**config.mk**
```make
export PLATFORM = sky130hd
export DESIGN_NAME = uart_rx_fifo_flat
export DESIGN_NICKNAME = d
export VERILOG_FILES = /design/src/rtl/uart_rx_fifo_if.sv /design/src/rtl/uart_rx_fifo.sv /design/src/flat_wrapper.sv
export SDC_FILE = /design/constraint.sdc
export NUM_CORES = 1
export LEC_CHECK = 0
export BUFFER_PORTS_ARGS = -buffer_cell sky130_fd_sc_hd__clkbuf_2
export CORE_UTILIZATION = 45
export DETAILED_ROUTE_END_ITERATION = 10
export PLACE_DENSITY = 0.63
export SETUP_SLACK_MARGIN = 0.3
export SLEW_MARGIN = 20
export SYNTH_ARGS = -nofsm -noshare
export SYNTH_HDL_FRONTEND = slang
export SYNTH_SLANG_ARGS = --single-unit
```
**constraint.sdc**
```tcl
create_clock -name clk -period 7.5 [get_ports clk]
set_clock_uncertainty 0.2 [all_clocks]
set_input_delay 0.75 -clock clk [delete_from_list [all_inputs] [get_ports clk]]
set_output_delay 0.75 -clock clk [all_outputs]
set_load 0.01 [all_outputs]
```
**src/rtl/uart_rx_fifo_if.sv**
```systemverilog
// Valid/ready byte stream between the UART receive FIFO (master) and its consumer (slave).
interface uart_rx_fifo_if;
  logic [7:0] rx_data;
  logic       rx_valid;
  logic       rx_ready;

  modport master (output rx_data, output rx_valid, input rx_ready);
  modport slave  (input rx_data, input rx_valid, output rx_ready);
endinterface

```
**src/rtl/uart_rx_fifo.sv**
```systemverilog
// 8N1 UART receiver with programmable bit period feeding a show-ahead byte FIFO.
// Define UART_RX_PARITY_EN to add an even-parity bit between data and stop.
module uart_rx_fifo #(
  parameter int unsigned DEFAULT_DIV = 106,
  parameter int unsigned FIFO_DEPTH  = 16,
  parameter int unsigned LEVEL_W     = 5
) (
  input  logic               clk,
  input  logic               reset,
  input  logic               ser_rx,
  input  logic [15:0]        cfg_div,
  uart_rx_fifo_if.master     rx,
  output logic [LEVEL_W-1:0] fifo_level,
  output logic               frame_err,
  output logic               overrun,
  output logic               parity_err
);

  localparam int unsigned PtrW = (FIFO_DEPTH > 1) ? $clog2(FIFO_DEPTH) : 1;

  typedef enum logic [2:0] {
    StIdle,
    StStart,
    StData,
`ifdef UART_RX_PARITY_EN
    StParity,
`endif
    StStop,
    StWaitIdle
  } state_e;

  state_e      state_q, state_d;
  logic        sync1_q, rxs_q;
  logic [15:0] cnt_q, cnt_d;
  logic [15:0] div_q, div_d;
  logic [15:0] div_eff;
  logic [2:0]  idx_q, idx_d;
  logic [7:0]  data_q, data_d;
  logic        expire;
  logic        push;
  logic        par_bad;
  logic        frame_err_q, frame_err_d;
  logic        overrun_q, overrun_d;

  logic [7:0]         mem_q [FIFO_DEPTH];
  logic [PtrW-1:0]    wr_q, rd_q;
  logic [LEVEL_W-1:0] count_q;
  logic               full, pop, do_push;

`ifdef UART_RX_PARITY_EN
  logic par_q, par_d;
  logic parity_err_q, parity_err_d;
  assign par_bad    = ^{data_q, par_q};
  assign parity_err = parity_err_q;
`else
  assign par_bad    = 1'b0;
  assign parity_err = 1'b0;
`endif

  assign div_eff = (cfg_div < 16'd4) ? 16'(DEFAULT_DIV) : cfg_div;
  assign expire  = (cnt_q == 16'd1);

  always_ff @(posedge clk) begin
    if (reset) begin
      sync1_q     <= 1'b1;
      rxs_q       <= 1'b1;
      state_q     <= StIdle;
      cnt_q       <= '0;
      div_q       <= '0;
      idx_q       <= '0;
      data_q      <= '0;
      frame_err_q <= 1'b0;
      overrun_q   <= 1'b0;
    end else begin
      sync1_q     <= ser_rx;
      rxs_q       <= sync1_q;
      state_q     <= state_d;
      cnt_q       <= cnt_d;
      div_q       <= div_d;
      idx_q       <= idx_d;
      data_q      <= data_d;
      frame_err_q <= frame_err_d;
      overrun_q   <= overrun_d;
    end
  end

`ifdef UART_RX_PARITY_EN
  always_ff @(posedge clk) begin
    if (reset) begin
      par_q        <= 1'b0;
      parity_err_q <= 1'b0;
    end else begin
      par_q        <= par_d;
      parity_err_q <= parity_err_d;
    end
  end
`endif

  always_comb begin
    state_d     = state_q;
    cnt_d       = (cnt_q > 16'd1) ? cnt_q - 16'd1 : cnt_q;
    div_d       = div_q;
    idx_d       = idx_q;
    data_d      = data_q;
    push        = 1'b0;
    frame_err_d = 1'b0;
`ifdef UART_RX_PARITY_EN
    par_d        = par_q;
    parity_err_d = 1'b0;
`endif
    unique case (state_q)
      StIdle: begin
        if (!rxs_q) begin
          state_d = StStart;
          div_d   = div_eff;
          cnt_d   = div_eff >> 1;
        end
      end
      StStart: begin
        if (expire) begin
          if (rxs_q) begin
            state_d = StIdle;
          end else begin
            state_d = StData;
            cnt_d   = div_q;
            idx_d   = 3'd0;
          end
        end
      end
      StData: begin
        if (expire) begin
          data_d[idx_q] = rxs_q;
          cnt_d         = div_q;
          idx_d         = idx_q + 3'd1;
          if (idx_q == 3'd7) begin
`ifdef UART_RX_PARITY_EN
            state_d = StParity;
`else
            state_d = StStop;
`endif
          end
        end
      end
`ifdef UART_RX_PARITY_EN
      StParity: begin
        if (expire) begin
          par_d   = rxs_q;
          cnt_d   = div_q;
          state_d = StStop;
        end
      end
`endif
      StStop: begin
        if (expire) begin
`ifdef UART_RX_PARITY_EN
          parity_err_d = par_bad;
`endif
          if (rxs_q) begin
            push    = !par_bad;
            state_d = StIdle;
          end else begin
            frame_err_d = 1'b1;
            state_d     = StWaitIdle;
          end
        end
      end
      StWaitIdle: begin
        // A held-low break line reports a single frame error, not one per bit time.
        if (rxs_q) state_d = StIdle;
      end
      default: state_d = StIdle;
    endcase
  end

  assign full      = (count_q == LEVEL_W'(FIFO_DEPTH));
  assign pop       = rx.rx_valid && rx.rx_ready;
  // When full, a same-cycle pop frees the slot the incoming byte needs.
  assign do_push   = push && (!full || pop);
  assign overrun_d = push && full && !pop;

  always_ff @(posedge clk) begin
    if (reset) begin
      wr_q    <= '0;
      rd_q    <= '0;
      count_q <= '0;
    end else begin
      if (do_push) wr_q <= wr_q + PtrW'(1);
      if (pop)     rd_q <= rd_q + PtrW'(1);
      if (do_push && !pop)      count_q <= count_q + LEVEL_W'(1);
      else if (pop && !do_push) count_q <= count_q - LEVEL_W'(1);
    end
  end

  always_ff @(posedge clk) begin
    if (do_push) mem_q[wr_q] <= data_q;
  end

  assign rx.rx_valid = (count_q != '0);
  assign rx.rx_data  = rx.rx_valid ? mem_q[rd_q] : 8'h00;
  assign fifo_level  = count_q;
  assign frame_err   = frame_err_q;
  assign overrun     = overrun_q;

endmodule

```
**src/flat_wrapper.sv**
```systemverilog
// flat-port wrapper written by rule: the top's interface ports become plain ports
module uart_rx_fifo_flat 
#(
  parameter int unsigned DEFAULT_DIV = 106,
  parameter int unsigned FIFO_DEPTH  = 16,
  parameter int unsigned LEVEL_W     = 5
)
  (clk, reset, ser_rx, cfg_div, fifo_level, frame_err, overrun, parity_err, rx_rx_data, rx_rx_valid, rx_rx_ready);
  uart_rx_fifo_if rx_i ();
  input  logic clk;
  input  logic reset;
  input  logic ser_rx;
  input  logic [15:0] cfg_div;
  output logic [LEVEL_W-1:0] fifo_level;
  output logic frame_err;
  output logic overrun;
  output logic parity_err;
  output wire logic [$bits(rx_i.rx_data)-1:0] rx_rx_data;
  output wire logic [$bits(rx_i.rx_valid)-1:0] rx_rx_valid;
  input wire logic [$bits(rx_i.rx_ready)-1:0] rx_rx_ready;
  assign rx_rx_data = rx_i.rx_data;
  assign rx_rx_valid = rx_i.rx_valid;
  assign rx_i.rx_ready = rx_rx_ready;
  uart_rx_fifo #(.DEFAULT_DIV(DEFAULT_DIV), .FIFO_DEPTH(FIFO_DEPTH), .LEVEL_W(LEVEL_W)) u_core (.clk(clk), .reset(reset), .ser_rx(ser_rx), .cfg_div(cfg_div), .rx(rx_i), .fifo_level(fifo_level), .frame_err(frame_err), .overrun(overrun), .parity_err(parity_err));
endmodule
```
### Yosys cells after proc, flatten, opt, wreduce, memory -nomap -nowiden

Memories as Yosys holds them, arrays and structs flattened. A register that Yosys moved wholly into a read port is not among the register bits.
Cells that the tools add are included.

* register bits: 63
* bits in writable memories: 128
* input bits: 20
* output and inout bits: 17
* logic and storage cells: 94
* memories: 1

Memories
* u_core.mem_q: depth 16, width 8, read ports 1, clocked after memory_dff 1, wr ports 1, RTL line uart_rx_fifo.sv:45 `logic [7:0] mem_q [FIFO_DEPTH];`

* add/sub/neg operators: 6
* order comparisons: 4
* eq/ne operators: 14
* muxes and demuxes: 34
* bitwise operators: 3
* reductions and logical operators: 20

Operators with widths (count)
* two-way mux 16 bit: 6
* case mux 16 bit (3 select lines): 1
* two-way mux 3 bit: 10
* equality test 16 x 1 -> 1 bit, second input constant: 1
* greater-than comparator 16 x 1 -> 1 bit, second input constant: 1
* less-than comparator 16 x 3 -> 1 bit, second input constant: 1
* subtractor 16 x 1 -> 16 bit, second input constant: 1
* case mux 3 bit (5 select lines): 1
* two-way mux 5 bit: 2
* inequality test 2 x 1 -> 1 bit, second input constant: 5
* adder 4 x 1 -> 4 bit, second input constant: 2
* bitwise mux 8 bit: 1
* two-way mux 4 bit: 2
* two-way mux 8 bit: 1
* logical AND 1 bit: 7
* two-way mux 1 bit: 7
* equality test 3 x 2 -> 1 bit, second input constant: 2
* equality test 3 bit, second input constant: 2
* case mux 3 bit (2 select lines): 1
* AND reduction 6 bit: 1
* adder 5 x 1 -> 5 bit, second input constant: 1
* equality test 5 bit, second input constant: 1
* nonzero test 5 bit: 1
* subtractor 5 x 1 -> 5 bit, second input constant: 1
* 15 further kinds: 22

### Logic depth before layout (Yosys ltp)

Gate-level depths: netlist of the first run.

* depth in word-level cells: 8
* depth in mapped cells: 14
* gate-level depth less buffers: 14

### Worst setup path before layout of the first run

Ideal clock, no wire load.

* path type: register -> register
* start point: reg u_core.cnt_q[14]
* end point: reg u_core.count_q[4], in the netlist u_core.fifo_level[4]
* library setup time: 0.070 ns
* arrival: 3.234 ns
* data required time: 7.230 ns
* path slack: 3.996 ns
* stages on the path, launching flop included: 14
* buffers on the path: 1
* period minus slack after synthesis: 3.504 ns
* cell sequence: dfxtp_1 > or4_1 > clkbuf_1 > nor3_2 > nand4_1 > clkinv_1 > ha_1 > inv_1 > fa_1 > a21o_1 > a21oi_1 > xnor2_1 > or3_1 > a21oi_1

* cells in the longest elaborated chain, start to end: 7
* elaborated cells between the ends (all ways): 9
* classes of those cells: eq/ne (1); mux (3); reduce/logical (5)

RTL lines
* from (decl): RTL line uart_rx_fifo.sv:34 `logic [15:0] cnt_q, cnt_d;`
* from (signal assigned): RTL line uart_rx_fifo.sv:78 `cnt_q <= cnt_d;`
* equality test 16 x 1 -> 1 bit (*): RTL line uart_rx_fifo.sv:61 `assign expire = (cnt_q == 16'd1);`
* two-way mux 1 bit (*): RTL line uart_rx_fifo.sv:154 `if (expire) begin`
* two-way mux 1 bit (*): RTL line uart_rx_fifo.sv:111 `unique case (state_q)`
* logical AND 1 bit (*): RTL line uart_rx_fifo.sv:178 `assign do_push = push && (!full || pop);`
* named net u_core.do_push: RTL line uart_rx_fifo.sv:48 `logic full, pop, do_push;`
* zero test 1 bit: RTL line uart_rx_fifo.sv:190 `else if (pop && !do_push) count_q <= count_q - LEVEL_W'(1);`
* logical AND 1 bit: RTL line uart_rx_fifo.sv:190
* nonzero test 2 bit (no line)
* to (signal assigned): RTL line uart_rx_fifo.sv:189 `if (do_push && !pop) count_q <= count_q + LEVEL_W'(1);`
* to (signal assigned): RTL line uart_rx_fifo.sv:190
* to (decl): RTL line uart_rx_fifo.sv:47 `logic [LEVEL_W-1:0] count_q;`

Mark *: on every way through the listed nets, which the timed path passes. The rest lies on a longest branch.
A chain may end at the register's enable or synchronous reset.

### Worst setup path in the final report of the first run

* start point: reg u_core.cnt_q[8]
* end point: reg u_core.count_q[4], in the netlist u_core.fifo_level[4]

Same word-level chain as after synthesis.

==> impl_metrics.tcl, run 1 <==
set metrics [dict create \
    outcome "finished, final reports clean" \
    cts-resized-gates 0 \
    diodes 0 \
    fill_cells 1514 \
    crit_family "simple AND/OR/NAND/NOR gates" \
    synthTopCellsByArea "edfxtp_1 (47%), dfxtp_1 (16%), mux4_2 (11%), nand2_1 (2.8%), ha_1 (2.0%)" \
    pre_cts_slack_ns 3.65 \
    grt_use_total_pct 19.1 \
    cp_slowest_stage_delay_ns 0.73 \
    ant_nets 0 \
    cts_buffers 17 \
    finalHoldViolCount 0 \
    cp.required_ns 7.66 \
    critPathBufInv 2 \
    fin_ws_ns 3.59 \
    syn_area_mm2 0.00822 \
    cts_root_buf "clkbuf_16" \
    grt_pass1_vias 4936 \
    io_pins 37 \
    crit_top_cell "a21oi_1" \
    max_freq_mhz 256 \
    final_max_slew_viol_count 0 \
    yosysUniqueCellTypes 53 \
    hpwl_um 11000 \
    clk_path_buf_depth 2 \
    leakage_uw 0.00338 \
    coreArea_mm2 0.0179 \
    syn-num-nets 636 \
    wl_per_cell_um 19.0 \
    hold_buffers 0 \
    finalSetupViolations 0 \
    yosys-top-cells-count "edfxtp_1 (128), dfxtp_1 (67), nand2_1 (62)" \
    fin_crit_ns 3.91 \
    max-slew-margin-rel_pct 31.2 \
    tns_ns 0 \
    grt-ovfl-total 0 \
    peakVddDrop_mv 0.173 \
    drc 0 \
    critPathLaunchType "flip-flop" \
    regArea_mm2 0.00519 \
    io_buffers 35 \
    die_area_mm2 0.0188 \
    gp_congestion 0.895 \
    cpMaxStageDelayCell "or4_1" \
    grt_max_degree 67 \
    drt-total-wl_um 16600 \
    maxCapViolCount 0 \
    dr.pass1.iters 5 \
    antenna_found_initial 0 \
    multi_input_area_mm2 0.00286 \
    powerDensity_mw_per_mm2 322 \
    yosys.area.top_type "edfxtp_1" \
    cts_max_level 4 \
    syn_inst 602 \
    synth_edf_count 128 \
    final_nets 664 \
    crit_type "reg -> reg" \
    synthFlopType "edfxtp_1" \
    synth.avg_cell_area_um2 13.7 \
    async_reset_ff_share_pct 0 \
    clock-sinks 195 \
    grt_pass1_wl_um 26600 \
    rsz0062_at_grt "no" \
    clkLatencyLatePin_ns 0.44 \
    cp_max_fo 11 \
    die_w_um 137 \
    start_util_pct 45.9 \
    vias 4942 \
    ys_seq_area_share_pct 63.1 \
    drt_iter0_drc 241 \
    syn2layout_area_growth_pct 12.2 \
    yosys_warnings 0 \
    post-route-period-util_pct 52.1 \
    routed_via_density 5.67 \
    post_cts_buffers 0 \
    rows 49 \
    die_height_um 137 \
    cp_cell_sequence "or4_1 -> nor3_2 -> nand4_1 -> clkinv_1 -> ha_1 -> inv_1 -> fa_1 -> a21o_1 -> a21oi_1 -> xnor2_1 -> or3_1 -> a21oi_1" \
    path_clk_slew_ns 0.07 \
    synth.top_cell.area_share_pct 46.8 \
    crit_path_end_kind "flip-flop" \
    arrival_ns 4.07 \
    yosysMostFrequentCell "edfxtp_1" \
    cts_tree "built" \
    worst_pin_slew_ns 1.03 \
    layout-drive-gt1-share_pct 20.1 \
    synth-seq-cells 195 \
    hp-class "reg -> reg" \
]
[power breakdown]
group / total [uW] / switching [uW] / internal (uW)
combinational: 771 / 447 / 324
sequential: 1280 / 85.8 / 1190
clock: 922 / 442 / 480
total: 2970 / 974 / 2000
[through the flow]
stage	instance area (um^2)	cells	util (%)	total power (uW)	hold slack, ns
CTS	9220	871	51.5	2990	0.224
floorplan	8220	602	-	1880	0.189
global route	9220	872	51.5	3130	0.251
detailed placement	8600	839	48.1	2070	0.207
finish	9220	872	51.5	2970	0.221
global placement	8600	839	48.1	2040	0.204
[final timing paths]
| path | start | end | slack, ns | cells past startpoint |
|---|---|---|---|---|
| max | u_core.cnt_q[8]$_SDFF_PP0_ | u_core.fifo_level[4]$_SDFFE_PP0P_ | 3.59 | 12 |
| min | u_core.sync1_q$_SDFF_PP1_ | u_core.rxs_q$_SDFF_PP1_ | 0.22 | 1 |
| max reg2reg | u_core.cnt_q[8]$_SDFF_PP0_ | u_core.fifo_level[4]$_SDFFE_PP0P_ | 3.59 | 12 |
| min reg2reg | u_core.sync1_q$_SDFF_PP1_ | u_core.rxs_q$_SDFF_PP1_ | 0.22 | 1 |
[logic make-up after synthesis]
kind of cell | share of synthesized area [%]
fa+ha+maj | 2.22
simple gates | 12.5
mux | 12.7
compound gates | 6.09
buf+inv | 2.21
xor+xnor | 1.17
other cells | 0.0456
flops | 63.1
[registers in the layout, indices dropped and copies added (netlist names), named ones only]
signal             cells
u_core.mem_q         128
u_core.overrun         1
u_core.frame_err       1
u_core.state_q         3
u_core.rxs_q           1
u_core.sync1_q         1
u_core.fifo_level      5
u_core.data_q          8
u_core.div_q          16
u_core.wr_q            4
u_core.cnt_q          16
u_core.rd_q            4
u_core.idx_q           3
[layout make-up]
cell class	count	share of cell area (%)
sequential	195	56.3
clock inverter	15	2.01
timing repair buffer	44	2.61
clock buffer	17	4.61
inverter	10	0.407
multi-input combinational	362	31.0
tap	229	3.11
[per-layer routing]
metal | routed length, um | GRT usage [%] | vias to the layer above
li1 | - | - | 2340
met1 | 7170 | 23.2 | 2461
met2 | 8560 | 33.9 | 121
met3 | 574 | 3.70 | 20
met4 | 244 | 6.78 | 0
met5 | 0 | 0 | -
[cells in the final DEF (no fill, tap or decap), types with 13 or more instances in the layout]
cell,Yosys,final
edfxtp_1,128,128
dfxtp_1,67,65
nand2_1,62,62
mux4_2,40,40
nor2_1,37,37
clkbuf_2,0,35
a21oi_1,29,29
o21ai_0,23,23
clkbuf_16,0,17
nor3_1,16,16
nand2b_1,14,14
mux2i_1,14,14
a31oi_1,13,13
ha_1,13,13
(Power assumes the default switching activity.)
==> run 2, diff against run 1 <==
--- a/config.mk
+++ b/config.mk
@@ -8,7 +8,7 @@
 export BUFFER_PORTS_ARGS = -buffer_cell sky130_fd_sc_hd__clkbuf_2
 export CORE_UTILIZATION = 45
 export DETAILED_ROUTE_END_ITERATION = 10
-export PLACE_DENSITY = 0.63
+export PLACE_DENSITY = 0.66
 export SETUP_SLACK_MARGIN = 0.3
 export SLEW_MARGIN = 20
 export SYNTH_ARGS = -nofsm -noshare
==> constraint.sdc (replaced) <==
create_clock -name clk -period 3.5 [get_ports clk]
set_clock_uncertainty 0.2 [all_clocks]
set_input_delay 0.35 -clock clk [delete_from_list [all_inputs] [get_ports clk]]
set_output_delay 0.35 -clock clk [all_outputs]
set_load 0.01 [all_outputs]
==> run 2 against run 1 <==
  * Combinational power rose to 2.5 times the previous value
  * Design area grew 5.2%
  * Die area did not move
  * Maximum frequency is 26% higher
  * Non-clock buffer count up 44
  * Global-route usage up 0.81 points
  * Via count is 3.1% higher
  * Largest power group unchanged
==> impl_metrics.tcl, run 2 (same netlist as run 1, synthesis figures left out) <==
set metrics [dict create \
    outcome "finished, final reports clean" \
    diodes 0 \
    cp_max_fo 4 \
    fill_cells 1465 \
    worst-r2r-setup-slack_ns 0.39 \
    tns_ns 0 \
    path_clk_slew_ns 0.07 \
    finalSetupViolations 0 \
    leakage_uw 0.00362 \
    cp.required_ns 3.66 \
    cts_root_buf "clkbuf_16" \
    hpwl_um 11100 \
    powerDensity_mw_per_mm2 696 \
    max_freq_mhz 322 \
    clkLatencyLatePin_ns 0.43 \
    reg2reg_depth 14 \
    switching_share_pct 31.6 \
    post-route-period-util_pct 88.8 \
    fin_crit_ns 3.11 \
    gp_congestion 0.856 \
    whs_endpoint "u_core.div_q[11]$_SDFFE_PP0P_" \
    largest_reg_flops 128 \
    final_max_slew_viol_count 0 \
    hp-class "in -> reg" \
    layout-drive-gt1-share_pct 25.6 \
    die_height_um 137 \
    min_from "cfg_div[11]" \
    crit_path_end_kind "flip-flop" \
    regMostFlops "u_core.mem_q" \
    start_util_pct 45.9 \
    final_cell_mix "edfxtp_1 (128), nand2_1 (62), dfxtp_1 (62)" \
    hold_depth 3 \
    dr.pass1.iters 5 \
    clk_path_buf_depth 2 \
    grt_pass1_vias 5143 \
    cts_tree "built" \
    power_frac_comb_pct 28.8 \
    coreArea_mm2 0.0179 \
    cts_buffers 17 \
    grt_use_total_pct 20.0 \
    reg2reg_from "u_core.cnt_q[1]$_SDFF_PP0_" \
    reg_top3 "u_core.mem_q (128), u_core.cnt_q (16), u_core.div_q (16)" \
    antenna_found_initial 0 \
    syn2layout_area_growth_pct 18.0 \
    rsz0062_at_grt "yes" \
    final_core_util_pct 54.2 \
    finalHoldViolCount 0 \
    io_pins 37 \
    p_clk_share_pct 30.8 \
    io_buffers 35 \
    routed_via_density 5.56 \
    grt_pass1_wl_um 27400 \
    drt_iter0_drc 372 \
    r2r_end "u_core.fifo_level[4]$_SDFFE_PP0P_" \
    p_int_uw 4620 \
    vias 5093 \
    final_common_cell "edfxtp_1" \
    worst_pin_slew_ns 0.720 \
    wl_per_cell_um 18.8 \
    peakVddDrop_mv 0.391 \
    rows 49 \
    arrival_ns 3.27 \
    grt-ovfl-total 0 \
    grt_max_degree 38 \
    die_w_um 137 \
    clock-sinks 195 \
    pwr-share-seq_pct 40.4 \
    die_area_mm2 0.0188 \
    critPathLaunchType "flip-flop" \
    maxCapViolCount 0 \
    max-slew-margin-rel_pct 51.9 \
    crit_type "reg -> reg" \
    ant_nets 0 \
    drc 0 \
    power_switching_uw 2130 \
    final_nets 708 \
    drt-total-wl_um 17200 \
    cts_max_level 4 \
]
-- run 2: changes by cell type in the layout (fill, tap and decap cells not counted), sizes merged --
cell and delta:
clkinv -2, inv +2, clkinvlp -2, bufinv +2, clkbuf +1, dlygate4sd3 +11
buf +32
-- run 2: power groups by stage --
stage	clock network [uW]	registers [uW]	logic (uW)
after detailed placement	0	2760	1830
after global routing	2210	2750	2160
after floorplan	0	2730	1390
final	2080	2730	1940
after global placement	0	2740	1800
after CTS	2110	2710	1860
-- run 2: what timing repair did --
item | 4_1_cts | 5_1_grt
hold buffers | 11 | 0
buffers inserted | 9 | 5
endpoints found under the hold margin | 14 | 0
setup endpoints to repair | 1 | 3
gates resized for setup | 3 | 10
pin swaps | 0 | 9
-- run 2: how the worst max path moves through the flow --
stage	start	endpoint	slack (ns)	cells past startpoint
final	u_core.cnt_q[1]$_SDFF_PP0_	u_core.fifo_level[4]$_SDFFE_PP0P_	0.39	14
after detailed placement	u_core.cnt_q[0]$_SDFF_PP0_	u_core.fifo_level[4]$_SDFFE_PP0P_	0.19	13
after global placement	u_core.cnt_q[0]$_SDFF_PP0_	u_core.fifo_level[4]$_SDFFE_PP0P_	0.28	13
after floorplan	u_core.cnt_q[5]$_SDFF_PP0_	u_core.fifo_level[4]$_SDFFE_PP0P_	0.31	13
after CTS	u_core.cnt_q[1]$_SDFF_PP0_	u_core.fifo_level[4]$_SDFFE_PP0P_	0.32	14
after global routing	u_core.cnt_q[1]$_SDFF_PP0_	u_core.fifo_level[4]$_SDFFE_PP0P_	0.21	14
-- run 2: layer usage --
layer	wire [um]	vias up	GRT usage (%)
met5	0	-	0
met4	222	0	6.29
met3	623	21	5.07
met2	9190	108	35.0
met1	7160	2539	23.9
li1	-	2425	-
-- run 2: worst max-delay path, stage by stage, from the launching register on --
cell      delay, ns
dfxtp_2        0.34
inv_2          0.07
ha_4           0.13
or4b_4         0.48
nor2_4         0.10
nand4_1        0.14
clkinv_2       0.12
ha_4           0.15
inv_4          0.05
fa_2           0.33
a21o_1         0.17
a21oi_2        0.14
xnor2_1        0.09
or3_1          0.36
a21oi_2        0.14
-- run 2: cell type report --
class | count | area [um^2] | share of cell area [%]
flip-flops and latches | 195 | 5190 | 53.5
multi-input cells | 362 | 2930 | 30.2
well taps | 229 | 287 | 2.95
inverters | 10 | 41.3 | 0.426
clock inverters | 15 | 210 | 2.17
clock buffers | 17 | 425 | 4.39
repair buffers | 88 | 613 | 6.32
-- run 2: through the flow --
step	cell area (um^2)	total power, uW	cells	worst slack [ns]	hold slack, ns
global route	9700	7110	916	0.212	0.0274
CTS	9620	6680	910	0.320	0.00616
global placement	8790	4530	858	0.282	0.194
detailed placement	8790	4590	858	0.188	0.193
floorplan	8270	4120	602	0.312	0.189
finish	9700	6750	916	0.392	0.0281
==> run 3, diff against run 2 <==
--- a/config.mk
+++ b/config.mk
@@ -8,6 +8,7 @@
 export BUFFER_PORTS_ARGS = -buffer_cell sky130_fd_sc_hd__clkbuf_2
 export CORE_UTILIZATION = 45
 export DETAILED_ROUTE_END_ITERATION = 10
+export MAX_ROUTING_LAYER = met4
 export PLACE_DENSITY = 0.66
 export SETUP_SLACK_MARGIN = 0.3
 export SLEW_MARGIN = 20
==> run 3 against run 2 <==
  * Die area did not move
  * Design area barely moved
  * Sequential share of layout area barely moved
  * Combinational power barely moved
  * Global-route usage rose by 0.57 points
  * Core utilization barely moved
  * Sequential power barely moved
  * Largest cell class unchanged
  * Highest routed layer unchanged
==> impl_metrics.tcl, run 3 (same netlist as run 1, synthesis figures left out) <==
set metrics [dict create \
    drt-total-wl_um 17200 \
    fin_cells 917 \
    max-slew-margin-rel_pct 51.1 \
    path_clk_slew_ns 0.07 \
    drt_iter0_drc 340 \
    final_common_cell "edfxtp_1" \
    r2r_end "u_core.fifo_level[4]$_SDFFE_PP0P_" \
    p_int_uw 4620 \
    power_frac_comb_pct 28.8 \
    maxCapViolCount 0 \
    hp-class "in -> reg" \
    clkLatencyLatePin_ns 0.44 \
    final_nets 709 \
    gp_congestion 0.870 \
    reg2reg_from "u_core.cnt_q[5]$_SDFF_PP0_" \
    finalHoldViolCount 0 \
    finalPower_uw 6750 \
    ant_nets 0 \
    worst_pin_slew_ns 0.732 \
    wl_per_cell_um 18.8 \
    crit_path_end_kind "flip-flop" \
    grt_max_degree 38 \
    cp_max_fo 4 \
    routed_via_density 5.57 \
    coreArea_mm2 0.0179 \
    fin_ws_ns 0.395 \
    crit_type "reg -> reg" \
    vias 5110 \
    pre_cts_slack_ns 0.188 \
    cts_root_buf "clkbuf_16" \
    peakVddDrop_mv 0.390 \
    cp.required_ns 3.66 \
    leakage_uw 0.00363 \
    cts_tree "built" \
    grt_pass1_vias 5152 \
    die_area_mm2 0.0188 \
    rows 49 \
    finalSetupViolations 0 \
    dr.pass1.iters 7 \
    io_pins 37 \
    hpwl_um 11100 \
    io_buffers 35 \
    clock-sinks 195 \
    fill_cells 1466 \
    diodes 0 \
    reg2reg_depth 12 \
    clk_path_buf_depth 2 \
    dp.cells 858 \
    crit_top_cell "a21oi_2" \
    crit_path_start "u_core.cnt_q[5]$_SDFF_PP0_" \
    crit_end "u_core.fifo_level[4]$_SDFFE_PP0P_" \
    rsz0062_at_grt "yes" \
    cp_slowest_stage_delay_ns 0.56 \
    antenna_found_initial 0 \
    critPathBufInv 2 \
    layout-drive-gt1-share_pct 25.7 \
    final_max_slew_viol_count 0 \
    grt_pass1_wl_um 27400 \
    cpMaxStageDelayCell "or4_4" \
    final_cell_mix "edfxtp_1 (128), nand2_1 (62), dfxtp_1 (62)" \
    die_w_um 137 \
    reg_top3 "u_core.mem_q (128), u_core.cnt_q (16), u_core.div_q (16)" \
    cts_max_level 4 \
    p_clk_share_pct 30.8 \
    drc 0 \
    largest_reg_flops 128 \
    crit_family "simple AND/OR/NAND/NOR gates" \
    grt-ovfl-total 0 \
    die_height_um 137 \
    power_switching_uw 2120 \
    cts_buffers 17 \
    switching_share_pct 31.5 \
    path_depth 12 \
    arrival_ns 3.27 \
    outcome "finished, final reports clean" \
    fin_crit_ns 3.11 \
    worst-r2r-setup-slack_ns 0.39 \
    regMostFlops "u_core.mem_q" \
    tns_ns 0 \
    cp_cell_sequence "or4_4 -> nor3_4 -> nand4_1 -> clkinv_2 -> ha_4 -> inv_4 -> fa_2 -> a21o_1 -> a21oi_2 -> xnor2_1 -> or3_1 -> a21oi_2" \
    grt_use_total_pct 20.5 \
    syn2layout_area_growth_pct 18.1 \
    critPathLaunchType "flip-flop" \
    max_freq_mhz 322 \
    post-route-period-util_pct 88.7 \
    final_core_util_pct 54.2 \
    pwr-share-seq_pct 40.4 \
    start_util_pct 45.9 \
    powerDensity_mw_per_mm2 695 \
]
==> run 3: changes by cell type in the layout (fill, tap and decap cells not counted), sizes merged <==
cell    change
clkbuf      -1
buf         +2
==> run 3: final cells by class <==
type / instances / area [um^2] / share of cell area [%]
tap: 229 / 287 / 2.95
multi-input combinational: 362 / 2930 / 30.2
clock buffer: 17 / 425 / 4.38
timing repair buffer: 89 / 621 / 6.39
inverter: 10 / 41.3 / 0.425
clock inverter: 15 / 210 / 2.17
sequential: 195 / 5190 / 53.5
==> run 3: worst register-to-register path: stages, from the launching register on <==
cell and delay [ns]:
dfxtp_1 0.35, or4_4 0.56, nor3_4 0.20, nand4_1 0.15
clkinv_2 0.12, ha_4 0.15, inv_4 0.05, fa_2 0.33
a21o_1 0.17, a21oi_2 0.15, xnor2_1 0.09, or3_1 0.36
a21oi_2 0.14
==> run 3: what timing repair did <==
action	in CTS	in global routing
endpoints found under the hold margin	14	0
hold buffers	11	0
setup buffers	9	6
pin swaps	0	9
resized for setup	3	10
endpoints found under the setup margin	1	3
==> run 3: layer usage <==
metal,vias to the layer above,GRT usage (%),share of wire (%)
met3,23,5.04,4.0
met2,121,35.0,53
li1,2426,-,-
met4,0,6.11,1.4
met5,-,-,0
met1,2540,23.9,41
==> run 3: worst min path at each step <==
stage                                               end  depth (start not counted)                       from
final                     u_core.div_q[11]$_SDFFE_PP0P_                          3                cfg_div[11]
after floorplan                 u_core.rxs_q$_SDFF_PP1_                          1  u_core.sync1_q$_SDFF_PP1_
after detailed placement        u_core.rxs_q$_SDFF_PP1_                          1  u_core.sync1_q$_SDFF_PP1_
after global placement          u_core.rxs_q$_SDFF_PP1_                          1  u_core.sync1_q$_SDFF_PP1_
after CTS                 u_core.div_q[11]$_SDFFE_PP0P_                          3                cfg_div[11]
after global routing      u_core.div_q[11]$_SDFFE_PP0P_                          3                cfg_div[11]
==> run 3: power by group through the flow <==
stage | Clock (uW) | Sequential, uW | Combinational [uW]
detailed placement | 0 | 2760 | 1830
CTS | 2110 | 2710 | 1860
global placement | 0 | 2740 | 1800
floorplan | 0 | 2730 | 1390
global route | 2210 | 2750 | 2160
finish | 2080 | 2730 | 1940
==> run 3: stage by stage <==
stage	cell area, um^2	hold slack (ns)
2_1_floorplan	8270	0.189
3_3_place_gp	8790	0.194
4_1_cts	9620	0.00616
5_1_grt	9710	0.0283
6_report	9710	0.0222
3_5_place_dp	8790	0.193
